## src/rtl/booth_pkg.sv

```systemverilog
// Shared types and sizing helpers for the radix-4 Booth sequential multiplier.
// Latency: n/a (declarations only).
// Backpressure: n/a (declarations only).
package booth_pkg;

    typedef enum logic [1:0] {
        ST_IDLE   = 2'd0,
        ST_CALC   = 2'd1,
        ST_FINISH = 2'd2
    } state_t;

    // One Booth digit in {0, +1, +2, -1, -2}: magnitude is a (or 2a if dbl), negated if neg.
    typedef struct packed {
        logic zero;
        logic neg;
        logic dbl;
    } digit_t;

    // Extended multiplier width: W+1 rounded up to an even number of bits, so the
    // top digit always sees the sign (or a zero pad bit in unsigned mode).
    function automatic int booth_e(input int w);
        int e;
        e = w + 1;
        if ((e % 2) != 0) begin
            e = e + 1;
        end
        return e;
    endfunction

    // Number of two-bit retire steps.
    function automatic int booth_iter(input int w);
        return booth_e(w) / 2;
    endfunction

endpackage

```

## src/rtl/booth_r4_recode.sv

```systemverilog
// Radix-4 Booth recoder: multiplier triplet {b[2i+1], b[2i], b[2i-1]} to a digit.
// Latency: combinational.
// Backpressure: none.
module booth_r4_recode
    import booth_pkg::*;
(
    input  logic [2:0] trip,
    output digit_t     dig
);

    // Standard Booth table; 000 and 111 both mean "add nothing".
    always_comb begin
        dig = '0;
        case (trip)
            3'b000, 3'b111: dig.zero = 1'b1;
            3'b001, 3'b010: dig      = '0;
            3'b011:         dig.dbl  = 1'b1;
            3'b100: begin
                dig.neg = 1'b1;
                dig.dbl = 1'b1;
            end
            3'b101, 3'b110: dig.neg  = 1'b1;
            default:        dig      = '0;
        endcase
    end

endmodule

```

## src/rtl/booth_r4_seq_mult.sv

```systemverilog
// Iterative radix-4 Booth multiplier (signed/unsigned) with pass-through tag.
// Latency: done in the cycle after edge ITER+1 from accept (edge 1 if an operand is zero).
// Backpressure: ready low while busy; start is ignored unless ready is high.
module booth_r4_seq_mult
    import booth_pkg::*;
#(
    parameter int W     = 24,
    parameter int TAG_W = 10
) (
    input  logic               clk,
    input  logic               reset,
    input  logic               start,
    input  logic               is_signed,
    input  logic [W-1:0]       a,
    input  logic [W-1:0]       b,
    input  logic [TAG_W-1:0]   tag_in,
    output logic               ready,
    output logic               done,
    output logic [2*W-1:0]     product,
    output logic [TAG_W-1:0]   tag_out
);

    localparam int E     = booth_e(W);
    localparam int ITER  = booth_iter(W);
    // Upper half carries E+2 bits: enough for the running sum plus +-2a without overflow.
    localparam int HI_W  = E + 2;
    // Accumulator layout: {hi[HI_W-1:0], b_ext[E-1:0], implicit 0}.
    localparam int ACC_W = HI_W + E + 1;
    localparam int CNT_W = $clog2(ITER) + 1;

    state_t             state_q, state_d;
    logic [CNT_W-1:0]   cnt_q, cnt_d;
    logic [ACC_W-1:0]   acc_q, acc_d;
    logic [E:0]         a_q, a_d;
    logic [TAG_W-1:0]   tag_q, tag_d;
    logic               ready_q, ready_d;
    logic               done_q, done_d;
    logic [2*W-1:0]     product_q, product_d;
    logic [TAG_W-1:0]   tag_out_q, tag_out_d;

    logic [E:0]         a_ext;
    logic [E-1:0]       b_ext;
    logic               zero_op;
    digit_t             dig;
    logic [HI_W-1:0]    a_wide;
    logic [HI_W-1:0]    addend_mag;
    logic [HI_W-1:0]    addend;
    logic [HI_W-1:0]    hi_sum;
    logic [ACC_W-1:0]   acc_added;
    logic [ACC_W-1:0]   acc_step;

    // Operand extension at capture: sign or zero fill depending on mode.
    always_comb begin
        a_ext   = is_signed ? {{(E+1-W){a[W-1]}}, a} : {{(E+1-W){1'b0}}, a};
        b_ext   = is_signed ? {{(E-W){b[W-1]}}, b}   : {{(E-W){1'b0}}, b};
        zero_op = (a == '0) || (b == '0);
    end

    // The lowest accumulator triplet is always the one being retired.
    booth_r4_recode u_recode (
        .trip (acc_q[2:0]),
        .dig  (dig)
    );

    // One Booth step: add digit*a into the upper half, then arithmetic shift right by 2.
    always_comb begin
        a_wide     = {a_q[E], a_q};
        addend_mag = dig.dbl ? (a_wide << 1) : a_wide;
        addend     = dig.zero ? '0 : (dig.neg ? (~addend_mag + 1'b1) : addend_mag);
        hi_sum     = acc_q[ACC_W-1:E+1] + addend;
        acc_added  = {hi_sum, acc_q[E:0]};
        acc_step   = $signed(acc_added) >>> 2;
    end

    // FSM next-state and datapath updates.
    always_comb begin
        state_d   = state_q;
        cnt_d     = cnt_q;
        acc_d     = acc_q;
        a_d       = a_q;
        tag_d     = tag_q;
        ready_d   = ready_q;
        done_d    = 1'b0;
        product_d = product_q;
        tag_out_d = tag_out_q;
        case (state_q)
            ST_IDLE: begin
                if (start && ready_q) begin
                    a_d     = a_ext;
                    tag_d   = tag_in;
                    cnt_d   = '0;
                    ready_d = 1'b0;
                    if (zero_op) begin
                        // Clearing the whole accumulator makes FINISH emit 0 directly.
                        acc_d   = '0;
                        state_d = ST_FINISH;
                    end else begin
                        acc_d   = {{HI_W{1'b0}}, b_ext, 1'b0};
                        state_d = ST_CALC;
                    end
                end
            end
            ST_CALC: begin
                acc_d = acc_step;
                cnt_d = cnt_q + CNT_W'(1);
                if (cnt_q == CNT_W'(ITER - 1)) begin
                    state_d = ST_FINISH;
                end
            end
            ST_FINISH: begin
                // Product LSB lands at accumulator bit 1 after E bits of shifting.
                product_d = acc_q[2*W:1];
                tag_out_d = tag_q;
                done_d    = 1'b1;
                ready_d   = 1'b1;
                state_d   = ST_IDLE;
            end
            default: begin
                state_d = ST_IDLE;
                ready_d = 1'b1;
            end
        endcase
    end

    // State and output registers with synchronous reset.
    always_ff @(posedge clk) begin
        if (reset) begin
            state_q   <= ST_IDLE;
            cnt_q     <= '0;
            acc_q     <= '0;
            a_q       <= '0;
            tag_q     <= '0;
            ready_q   <= 1'b1;
            done_q    <= 1'b0;
            product_q <= '0;
            tag_out_q <= '0;
        end else begin
            state_q   <= state_d;
            cnt_q     <= cnt_d;
            acc_q     <= acc_d;
            a_q       <= a_d;
            tag_q     <= tag_d;
            ready_q   <= ready_d;
            done_q    <= done_d;
            product_q <= product_d;
            tag_out_q <= tag_out_d;
        end
    end

    assign ready   = ready_q;
    assign done    = done_q;
    assign product = product_q;
    assign tag_out = tag_out_q;

endmodule

```

## config.mk

```make
export PLATFORM = sky130hd
export DESIGN_NAME = booth_r4_seq_mult
export DESIGN_NICKNAME = d
export VERILOG_FILES = /design/src/rtl/booth_pkg.sv /design/src/rtl/booth_r4_recode.sv /design/src/rtl/booth_r4_seq_mult.sv
export SDC_FILE = /design/constraint.sdc
export NUM_CORES = 1
export LEC_CHECK = 0
export ABC_AREA = 1
export BUFFER_PORTS_ARGS = -buffer_cell sky130_fd_sc_hd__buf_4
export CELL_PAD_IN_SITES_DETAIL_PLACEMENT = 1
export CELL_PAD_IN_SITES_GLOBAL_PLACEMENT = 1
export CORE_UTILIZATION = 37
export DETAILED_ROUTE_END_ITERATION = 7
export GPL_TIMING_DRIVEN = 0
export PLACE_DENSITY_LB_ADDON = 0.1
export SKIP_LAST_GASP = 1
export SYNTH_ARGS = -nofsm -noshare
export SYNTH_HDL_FRONTEND = slang
export SYNTH_SLANG_ARGS = --single-unit
export TNS_END_PERCENT = 1
```

## constraint.sdc

```tcl
create_clock -name clk -period 3.5 [get_ports clk]
set_input_delay 0.35 -clock clk [delete_from_list [all_inputs] [get_ports clk]]
set_output_delay 0.35 -clock clk [all_outputs]
set_load 0.005 [all_outputs]
```

==> results of run 1 <==
## cells in the final DEF (no fill, tap or decap), types with 4 or more instances in the layout
master / count
nand2_1: 245
nor2_1: 175
dfxtp_1: 152
buf_4: 151
o21ai_0: 127
inv_1: 85
a21oi_1: 78
nand3_1: 73
clkbuf_1: 45
a31oi_1: 27
nand2_2: 27
a21oi_2: 19
clkbuf_16: 17
o21ai_2: 16
ha_1: 16
nor2_2: 14
o21ai_1: 13
nor4_1: 11
ha_4: 11
or2_2: 10
nand3_2: 10
nor2_4: 9
a21oi_4: 8
buf_1: 7
nand2_4: 7
nand4_1: 6
inv_2: 6
o21bai_1: 5
nor3_2: 5
inv_6: 5
clkinv_8: 5
o21a_1: 4
clkbuf_4: 4
inv_8: 4
## flip-flops by register name, indices dropped and copies added (netlist names)
| signal | count |
|---|---|
| ready | 1 |
| a_q | 25 |
| done | 1 |
| state_q | 2 |
| acc_q | 53 |
| product | 48 |
| cnt_q | 5 |
| tag_out | 10 |
| tag_q | 10 |
## where the power goes
group / leakage, uW / switching, uW / internal [uW]
Clock: 0.000288 / 949 / 961
Sequential: 0.00127 / 110 / 1910
Combinational: 0.00340 / 956 / 545
Total: 0.00495 / 2020 / 3410
## metal layers
| layer | track usage, % | up-vias | part of all wire (%) | wire length [um] |
|---|---|---|---|---|
| met5 | 0 | - | 0 | 0 |
| met4 | 9.72 | 0 | 2.7 | 883 |
| met3 | 5.15 | 53 | 4.3 | 1400 |
| met2 | 46.9 | 196 | 49 | 15900 |
| met1 | 32.4 | 4542 | 44 | 14400 |
| li1 | - | 4571 | - | - |
## worst max-delay path: cells and delay by family (launching register included)
family | cells | cell delay (ps)
AOI/OAI and AO/OA | 8 | 1830
adders and majority gates | 1 | 350
buffers and inverters | 3 | 330
DFF | 1 | 370
and+or+nand+nor | 7 | 820
## logic make-up after synthesis
group	after synthesis	share of synthesized area, %
adders and majority gates	31	4.73
DFF	155	37.1
buffers and inverters	156	7.32
AOI/OAI and AO/OA	320	20.6
and+or+nand+nor	607	30.3
## final cells by class
class | count | area share, %
multi-input cells | 958 | 48.1
flip-flops and latches | 155 | 27.7
repair buffers | 151 | 10.1
clock buffers | 17 | 3.78
inverters | 94 | 3.25
well taps | 280 | 3.11
plain buffers | 62 | 2.47
clock inverters | 15 | 1.52
## stage by stage
step / utilization [%] / power, uW / hold slack [ps] / setup WS [ps]
6_report: 51.3 / 5430 / 154 / -283
3_5_place_dp: 43.8 / 3240 / 464 / -772
3_3_place_gp: 43.8 / 3210 / 451 / -726
4_1_cts: 48.1 / 5230 / 142 / -200
5_1_grt: 51.3 / 5670 / 160 / -433
2_1_floorplan: - / 2770 / 436 / 28.4
## worst paths after layout
| check | from | depth (start not counted) | to | slack, ps |
|---|---|---|---|---|
| worst min register to register | cnt_q[4] | 1 | cnt_q[4] | 470 |
| worst min-delay path | tag_in[2] | 3 | tag_q[2] | 150 |
| worst max-delay path | acc_q[2] | 19 | acc_q[42] | -280 |
| worst max register to register | acc_q[2] | 19 | acc_q[42] | -280 |
## repair_timing
item | CTS | global route
setup endpoints to repair | 23 | 23
setup buffers | 18 | 13
resized for setup | 72 | 153
pin swaps | 19 | 56
endpoints found under the hold margin | 0 | 0
cloned | 0 | 0
hold buffers | 0 | 0
==> results.yml, run 1 <==
routing:
  first_pass_iters: 4
  drt_wl_total_mm: 32.6
  vias: 9362
  drt-wirelength-per-cell_um: 18.8
  drt_first_iter_violations: 427
  route.detailed.drc: 0
  vias_per_cell: 5.41
  ant_nets: 0
timing:
  rsz0062_at_grt: "true"
  max_freq_mhz: 264
  skew_ps: 13.7
  fin_crit_ps: 3780
  min_period_over_period_pct: 108
  worst_slew_pin_slew_ps: 895
  maxSlewHeadroom_pct: 40.3
  tns_ps: -3080
  finalHoldViolCount: 0
  drv_slew: 0
  finalSetupViolCount: 17
  layout_setup_ws_ps: -283
finish:
  final-seq-area_um2: 3110
  num_antenna_cells: 0
  fill_cells: 2796
  drive_above_1_share_pct: 24.9
  fin_area_um2: 11300
  area_delta_synth_final_pct: 34.6
  layout.nets: 1532
  multi_input_area_um2: 5420
  instances_no_fill: 1732
global_routing:
  grt-ovfl-total: 0
  grt_pass1_wl_mm: 49.2
  antenna_found_initial: 0
  grt_pass1_vias: 9454
  track_usage_pct: 26.7
  grt_max_degree: 19
outcome:
  status: "complete, but fails checks"
  violations: "setup timing"
clocking:
  cts_sinks: 155
  numCtsBuffers: 17
  cts_tree: "built"
  clk_path_buf_depth: 2
  cts_root_buf: "clkbuf_16"
  path_clk_slew_ps: 80
  clock_latency_ps: 440
  cts.htree.levels: 4
yosys:
  synth_area_leader_cell: "dfxtp_1"
  synth.distinct_cells: 39
  ys_seq_elements: 155
  netlist_top_cells_area: "dfxtp_1, nand2_1, o21ai_0"
  syn-instance-count: 1269
  syn-mean-instance-area_um2: 6.59
  synth_top_cell_area_share_pct: 37.1
  ys_seq_area_share_pct: 37.1
  ys_warn_count: 0
  synth_ff_type: "dfxtp_1"
  ys_top_cells_by_count: "nand2_1, nor2_1, dfxtp_1, o21ai_0, a21oi_1"
  syn-num-nets: 1362
  synth-async-reset-ratio_pct: 0
  yosysMostFrequentCell: "nand2_1"
  synth_edf_count: 0
  netlist_area_um2: 8360
critical_path:
  cp_slowest_stage_delay_ps: 540
  critPathKind: "reg -> reg"
  cp_max_fo: 9
  start_kind: "flop"
  critPathArrivalTime_ps: 4150
  required_ps: 3870
  crit_slowest_cell: "o21ai_0"
  cp-end-kind: "flop"
  critical_path.cell_chain: "buf_4 -> o21ai_1 -> nand2_2 -> o21ai_0 -> nor2_4 -> inv_1 -> nand2_1 -> o21ai_1 -> inv_1 -> ha_1 -> a21oi_2 -> a21boi_4 -> o21ai_2 -> nand2_1 -> nand2_1 -> a21oi_2 -> nand2b_1 -> nand3_1 -> a21oi_2"
place:
  postPlaceCellArea_um2: 9610
  dp.final_hpwl_mm: 23.0
  gp_congestion: 0.879
  portBuffers: 120
  post-place-cells: 1669
floorplan:
  rows: 54
  start_util_pct: 38.1
  die_y_um: 152
  fp.coreArea_um2: 22000
  ios: 122
  dieArea_um2: 23200
  die-width_um: 152
power_and_ir_drop:
  leakage_uw: 0.00495
  irDropWorstVdd_mv: 0.281
  cellPowerDensity_nw_per_um2: 482
hold_path:
  hp-class: "in -> reg"
flow_run:
  drv_cap: 0
No activity file was read; power rests on OpenSTA's default activity.
==> run 2, diff against run 1 <==
- RECOVER_POWER: unset -> 25
==> run 2 against run 1 <==
Compared with the run above: the run still ends with setup timing left; die area did not move; critical path type unchanged; sequential cell count is the same; clock skew is essentially flat; register-to-register slack barely moved; maximum frequency is 0.20% higher; via count grew 0.23%; power about the same; clock power is essentially flat; setup slack gained 7.5 ps.
==> results.yml, run 2 (synthesis results as in run 1) <==
outcome:
  status: "complete, but fails checks"
  violations: "setup timing"
critical_path:
  path_common_cell: "nand2_4"
  worst-path-buf-inv: 4
  cp_slowest_stage_delay_ps: 540
  start_kind: "flop"
  cp-end-kind: "flop"
  critPathArrivalTime_ps: 4070
  cp_top_family: "simple AND/OR/NAND/NOR gates"
  crit_slowest_cell: "o21ai_0"
  critPathKind: "reg -> reg"
  rr_worst_depth: 23
  critical_path.cell_chain: "buf_4 -> o21ai_1 -> nand2_2 -> o21ai_0 -> nor2_4 -> nand2_2 -> nand2_4 -> nand2_4 -> inv_6 -> nand2_8 -> nand3_1 -> a21oi_4 -> ha_4 -> nand2_4 -> nor2_4 -> inv_1 -> nor3_4 -> nand4_1 -> nand3_2 -> buf_4 -> nand2_1 -> nand3_1 -> a21oi_1"
  required_ps: 3800
  path_depth: 23
  cp_max_fo: 9
global_routing:
  globalRouteMet1Util_pct: 32.4
  grt_pass1_wl_mm: 49.2
  track_usage_pct: 26.7
  grt-ovfl-total: 0
  use_met3_pct: 5.15
  grt_max_degree: 19
  grt_pass1_vias: 9454
  grt_util_met2_pct: 46.9
  antenna_found_initial: 0
  grt_most_used_layer: "met2"
power_and_ir_drop:
  irDropWorstVdd_mv: 0.283
  leakage_uw: 0.00492
  cellPowerDensity_nw_per_um2: 482
  p_total_uw: 5430
clocking:
  clk_path_buf_depth: 2
  cts_tree: "built"
  clock_latency_ps: 450
  cts_root_buf: "clkbuf_16"
  numCtsBuffers: 17
  cts.htree.levels: 4
  cts_sinks: 155
  path_clk_slew_ps: 80
finish:
  largest_reg_flops: 53
  num_antenna_cells: 0
  top_register: "acc_q"
  finish.utilization_pct: 51.2
  drive_above_1_share_pct: 24.9
  layout.nets: 1532
  layout_commonest_cell: "nand2_1"
  layout_common_cells: "nand2_1, nor2_1, dfxtp_1"
  area_delta_synth_final_pct: 34.6
floorplan:
  die-width_um: 152
  ios: 122
  die_y_um: 152
  rows: 54
  fp.coreArea_um2: 22000
  dieArea_um2: 23200
  start_util_pct: 38.1
routing:
  drt-wirelength-per-cell_um: 18.8
  drt_first_iter_violations: 348
  vias: 9384
  ant_nets: 0
  first_pass_iters: 4
  vias_per_cell: 5.42
  drt_wl_total_mm: 32.6
  route.detailed.drc: 0
timing:
  finalHoldViolCount: 0
  rsz0062_at_grt: "true"
  max_freq_mhz: 265
  maxSlewHeadroom_pct: 39.7
  layout_setup_ws_ps: -276
  finalSetupViolCount: 17
  min_period_over_period_pct: 108
  worst_slew_pin_slew_ps: 904
  fin_crit_ps: 3780
  drv_slew: 0
  skew_ps: 14.1
place:
  portBuffers: 120
  dp.final_hpwl_mm: 23.0
  gp_congestion: 0.879
hold_path:
  hp-class: "in -> reg"
  hold_depth: 3
flow_run:
  drv_cap: 0
[run 2: final timing paths]
kind                                 from        end  slack [ps]
worst max register to register   acc_q[2]  acc_q[46]        -280
worst min-delay path            tag_in[2]   tag_q[2]         150
worst min register to register   cnt_q[4]   cnt_q[4]         470
worst max-delay path             acc_q[2]  acc_q[46]        -280
[run 2: area by class of cell]
class,instances,area [um^2]
plain buffers,62,278
well taps,280,350
flip-flops and latches,155,3110
inverters,94,365
fillers,2797,10700
multi-input cells,958,5420
clock inverters,15,171
repair buffers,151,1130
clock buffers,17,425
[run 2: worst register-to-register path, cell delays in order (launching register included)]
cell and delay, ps:
dfxtp_4 370, buf_4 140, o21ai_1 120, nand2_2 180
o21ai_0 540, nor2_4 100, nand2_2 110, nand2_4 70
nand2_4 90, inv_6 50, nand2_8 90, nand3_1 130
a21oi_4 230, ha_4 210, nand2_4 90, nor2_4 130
inv_1 120, nor3_4 240, nand4_1 140, nand3_2 120
buf_4 110, nand2_1 50, nand3_1 110, a21oi_1 80
[run 2: stage by stage]
step / setup TNS, ps / hold WS, ps / cell area, um^2 / setup WS [ps] / instances
after floorplan: 0 / 436 / 8360 / 28.4 / 1269
after global placement: -10990 / 451 / 9610 / -726 / 1669
after detailed placement: -12460 / 464 / 9610 / -772 / 1669
after CTS: -2460 / 142 / 10600 / -200 / 1719
after global routing: -5950 / 160 / 11300 / -433 / 1732
final: -2980 / 154 / 11300 / -276 / 1732
[run 2: what timing repair did]
item | 4_1_cts | 5_1_grt
gates cloned | 0 | 0
buffers inserted | 18 | 13
pin swaps | 19 | 56
setup endpoints to repair | 23 | 23
resized for setup | 72 | 153
hold buffers | 0 | 0
[run 2: power by group]
part / leakage, uW / total (uW) / switching (uW) / internal, uW
logic: 0.00337 / 1500 / 955 / 541
clock network: 0.000288 / 1910 / 954 / 961
registers: 0.00127 / 2020 / 109 / 1910
[run 2: metal layers]
layer / up-vias / wire length, um
met5: - / 0
met4: 0 / 899
met3: 57 / 1540
met2: 217 / 15900
met1: 4542 / 14200
li1: 4568 / -
==> run 3, diff against run 2 <==
- CORE_UTILIZATION: 37 -> 41
- clock period: 3.5 -> 3.7 ns (I/O delays scaled with it)
==> run 3 against run 2 <==
Compared with the run above: first-iteration DRC count grew 72%; combinational power shrank 3%; largest cell class unchanged; critical path depth grew 2; register-to-register slack gained 90 ps; cell count shrank 0.58%; highest routed layer unchanged; the flow still finishes with violations (setup timing); non-clock buffer count grew 5.
==> results.yml, run 3 (synthesis results as in run 1) <==
critical_path:
  reg2reg_from: "acc_q[2]"
  cp-end-kind: "flop"
  worst-path-buf-inv: 6
  required_ps: 4070
  cp_max_fo: 8
  path_common_cell: "nand2_1"
  critPathArrivalTime_ps: 4250
  startpoint: "acc_q[2]"
  crit_slowest_cell: "dfxtp_4"
  critPathKind: "reg -> reg"
  start_kind: "flop"
  cp_slowest_stage_delay_ps: 410
  cp_top_family: "simple AND/OR/NAND/NOR gates"
place:
  post-place-cells: 1654
  place_ws_ps: -635
  portBuffers: 120
  dp.final_hpwl_mm: 23.1
  gp_congestion: 0.908
clocking:
  cts_tree: "built"
  numCtsBuffers: 17
  clock_latency_ps: 450
  cts_sinks: 155
  cts_root_buf: "clkbuf_16"
  clk_path_buf_depth: 2
  path_clk_slew_ps: 80
  cts.htree.levels: 4
power_and_ir_drop:
  irDropWorstVdd_mv: 0.321
  leakage_uw: 0.00496
  p_total_uw: 5280
  cellPowerDensity_nw_per_um2: 466
  p_comb_share_pct: 27.7
  swShare_pct: 36.9
  pwr-share-clk_pct: 36.2
  p_int_uw: 3330
  p_seq_share_pct: 36.2
  p_sw_uw: 1950
finish:
  layout.nets: 1537
  layout_commonest_cell: "nand2_1"
  layout_common_cells: "nand2_1, nor2_1, dfxtp_1"
  area_delta_synth_final_pct: 35.3
  num_antenna_cells: 0
  instances_no_fill: 1722
  drive_above_1_share_pct: 25.2
  largest_reg_flops: 53
  top_register: "acc_q"
floorplan:
  fp.coreArea_um2: 19700
  die-width_um: 145
  dieArea_um2: 21000
  rows: 51
  start_util_pct: 42.4
  die_y_um: 145
  ios: 122
global_routing:
  antenna_found_initial: 0
  globalRouteMet1Util_pct: 36.6
  track_usage_pct: 30.3
  grt_pass1_vias: 9427
  grt_pass1_wl_mm: 48.6
  grt_most_used_layer: "met2"
  grt_max_degree: 20
  grt-ovfl-total: 0
  grt_util_met2_pct: 52.0
  use_met3_pct: 6.75
timing:
  maxSlewHeadroom_pct: 46.0
  drv_slew: 0
  skew_ps: 14.8
  layout_setup_ws_ps: -183
  fin_crit_ps: 3880
  min_period_over_period_pct: 105
  finalSetupViolCount: 7
  max_freq_mhz: 258
  tns_ps: -778
  finalHoldViolCount: 0
  worst_slew_pin_slew_ps: 810
  rsz0062_at_grt: "true"
routing:
  drt_first_iter_violations: 599
  vias: 9755
  first_pass_iters: 5
  ant_nets: 0
  route.detailed.drc: 0
  drt-wirelength-per-cell_um: 19.9
  vias_per_cell: 5.66
  drt_wl_total_mm: 34.2
hold_path:
  hp-class: "in -> reg"
  hp-start: "tag_in[2]"
flow_run:
  drv_cap: 0
outcome:
  status: "complete, but fails checks"
  violations: "setup timing"
## run 3: cell count changes in the layout (fill, tap and decap cells not counted), sizes merged
| cell | change |
|---|---|
| buf | +5 |
| clkinvlp | -1 |
| bufinv | +1 |
## run 3: what timing repair did
| item | 4_1_cts | 5_1_grt |
|---|---|---|
| setup buffers | 16 | 20 |
| gates resized for setup | 66 | 161 |
| hold buffers | 0 | 0 |
| setup endpoints to repair | 23 | 23 |
| pin swaps | 16 | 72 |
| gates cloned | 0 | 0 |
## run 3: power by group through the flow
stage	combinational (uW)	clock [uW]	sequential, uW
floorplan	705	0	1910
global placement	1090	0	1940
detailed placement	1110	0	1940
CTS	1200	1910	1900
global route	1580	1990	1920
finish	1460	1910	1910
## run 3: worst paths after layout
path,to,slack [ps],cells past startpoint
setup reg to reg,acc_q[49],-180,25
setup / recovery,acc_q[49],-180,25
hold reg to reg,state_q[1],480,1
hold / removal,tag_q[2],170,3
## run 3: layer usage
layer	vias up	wire length [um]
met3	99	1910
met2	288	16500
met4	0	1430
met5	-	0
met1	4785	14400
li1	4583	-
## run 3: final cells by class
type | count | area, um^2
fill | 2543 | 8400
multi-input combinational | 958 | 5420
sequential | 155 | 3110
timing repair buffer | 156 | 1160
clock buffer | 17 | 425
inverter | 94 | 368
tap | 265 | 332
buffer | 62 | 274
clock inverter | 15 | 218
## run 3: stage by stage
| step | hold WS, ps | cell area [um^2] | utilization (%) |
|---|---|---|---|
| detailed placement | 471 | 9590 | 48.7 |
| global placement | 452 | 9590 | 48.7 |
| CTS | 167 | 10500 | 53.5 |
| floorplan | 436 | 8360 | - |
| finish | 169 | 11300 | 57.4 |
| global route | 180 | 11300 | 57.4 |
## run 3: tightest hold or removal path, cell delays in order
cell     delay, ps
buf_4           70
o21ai_0         70
nor2_1          80
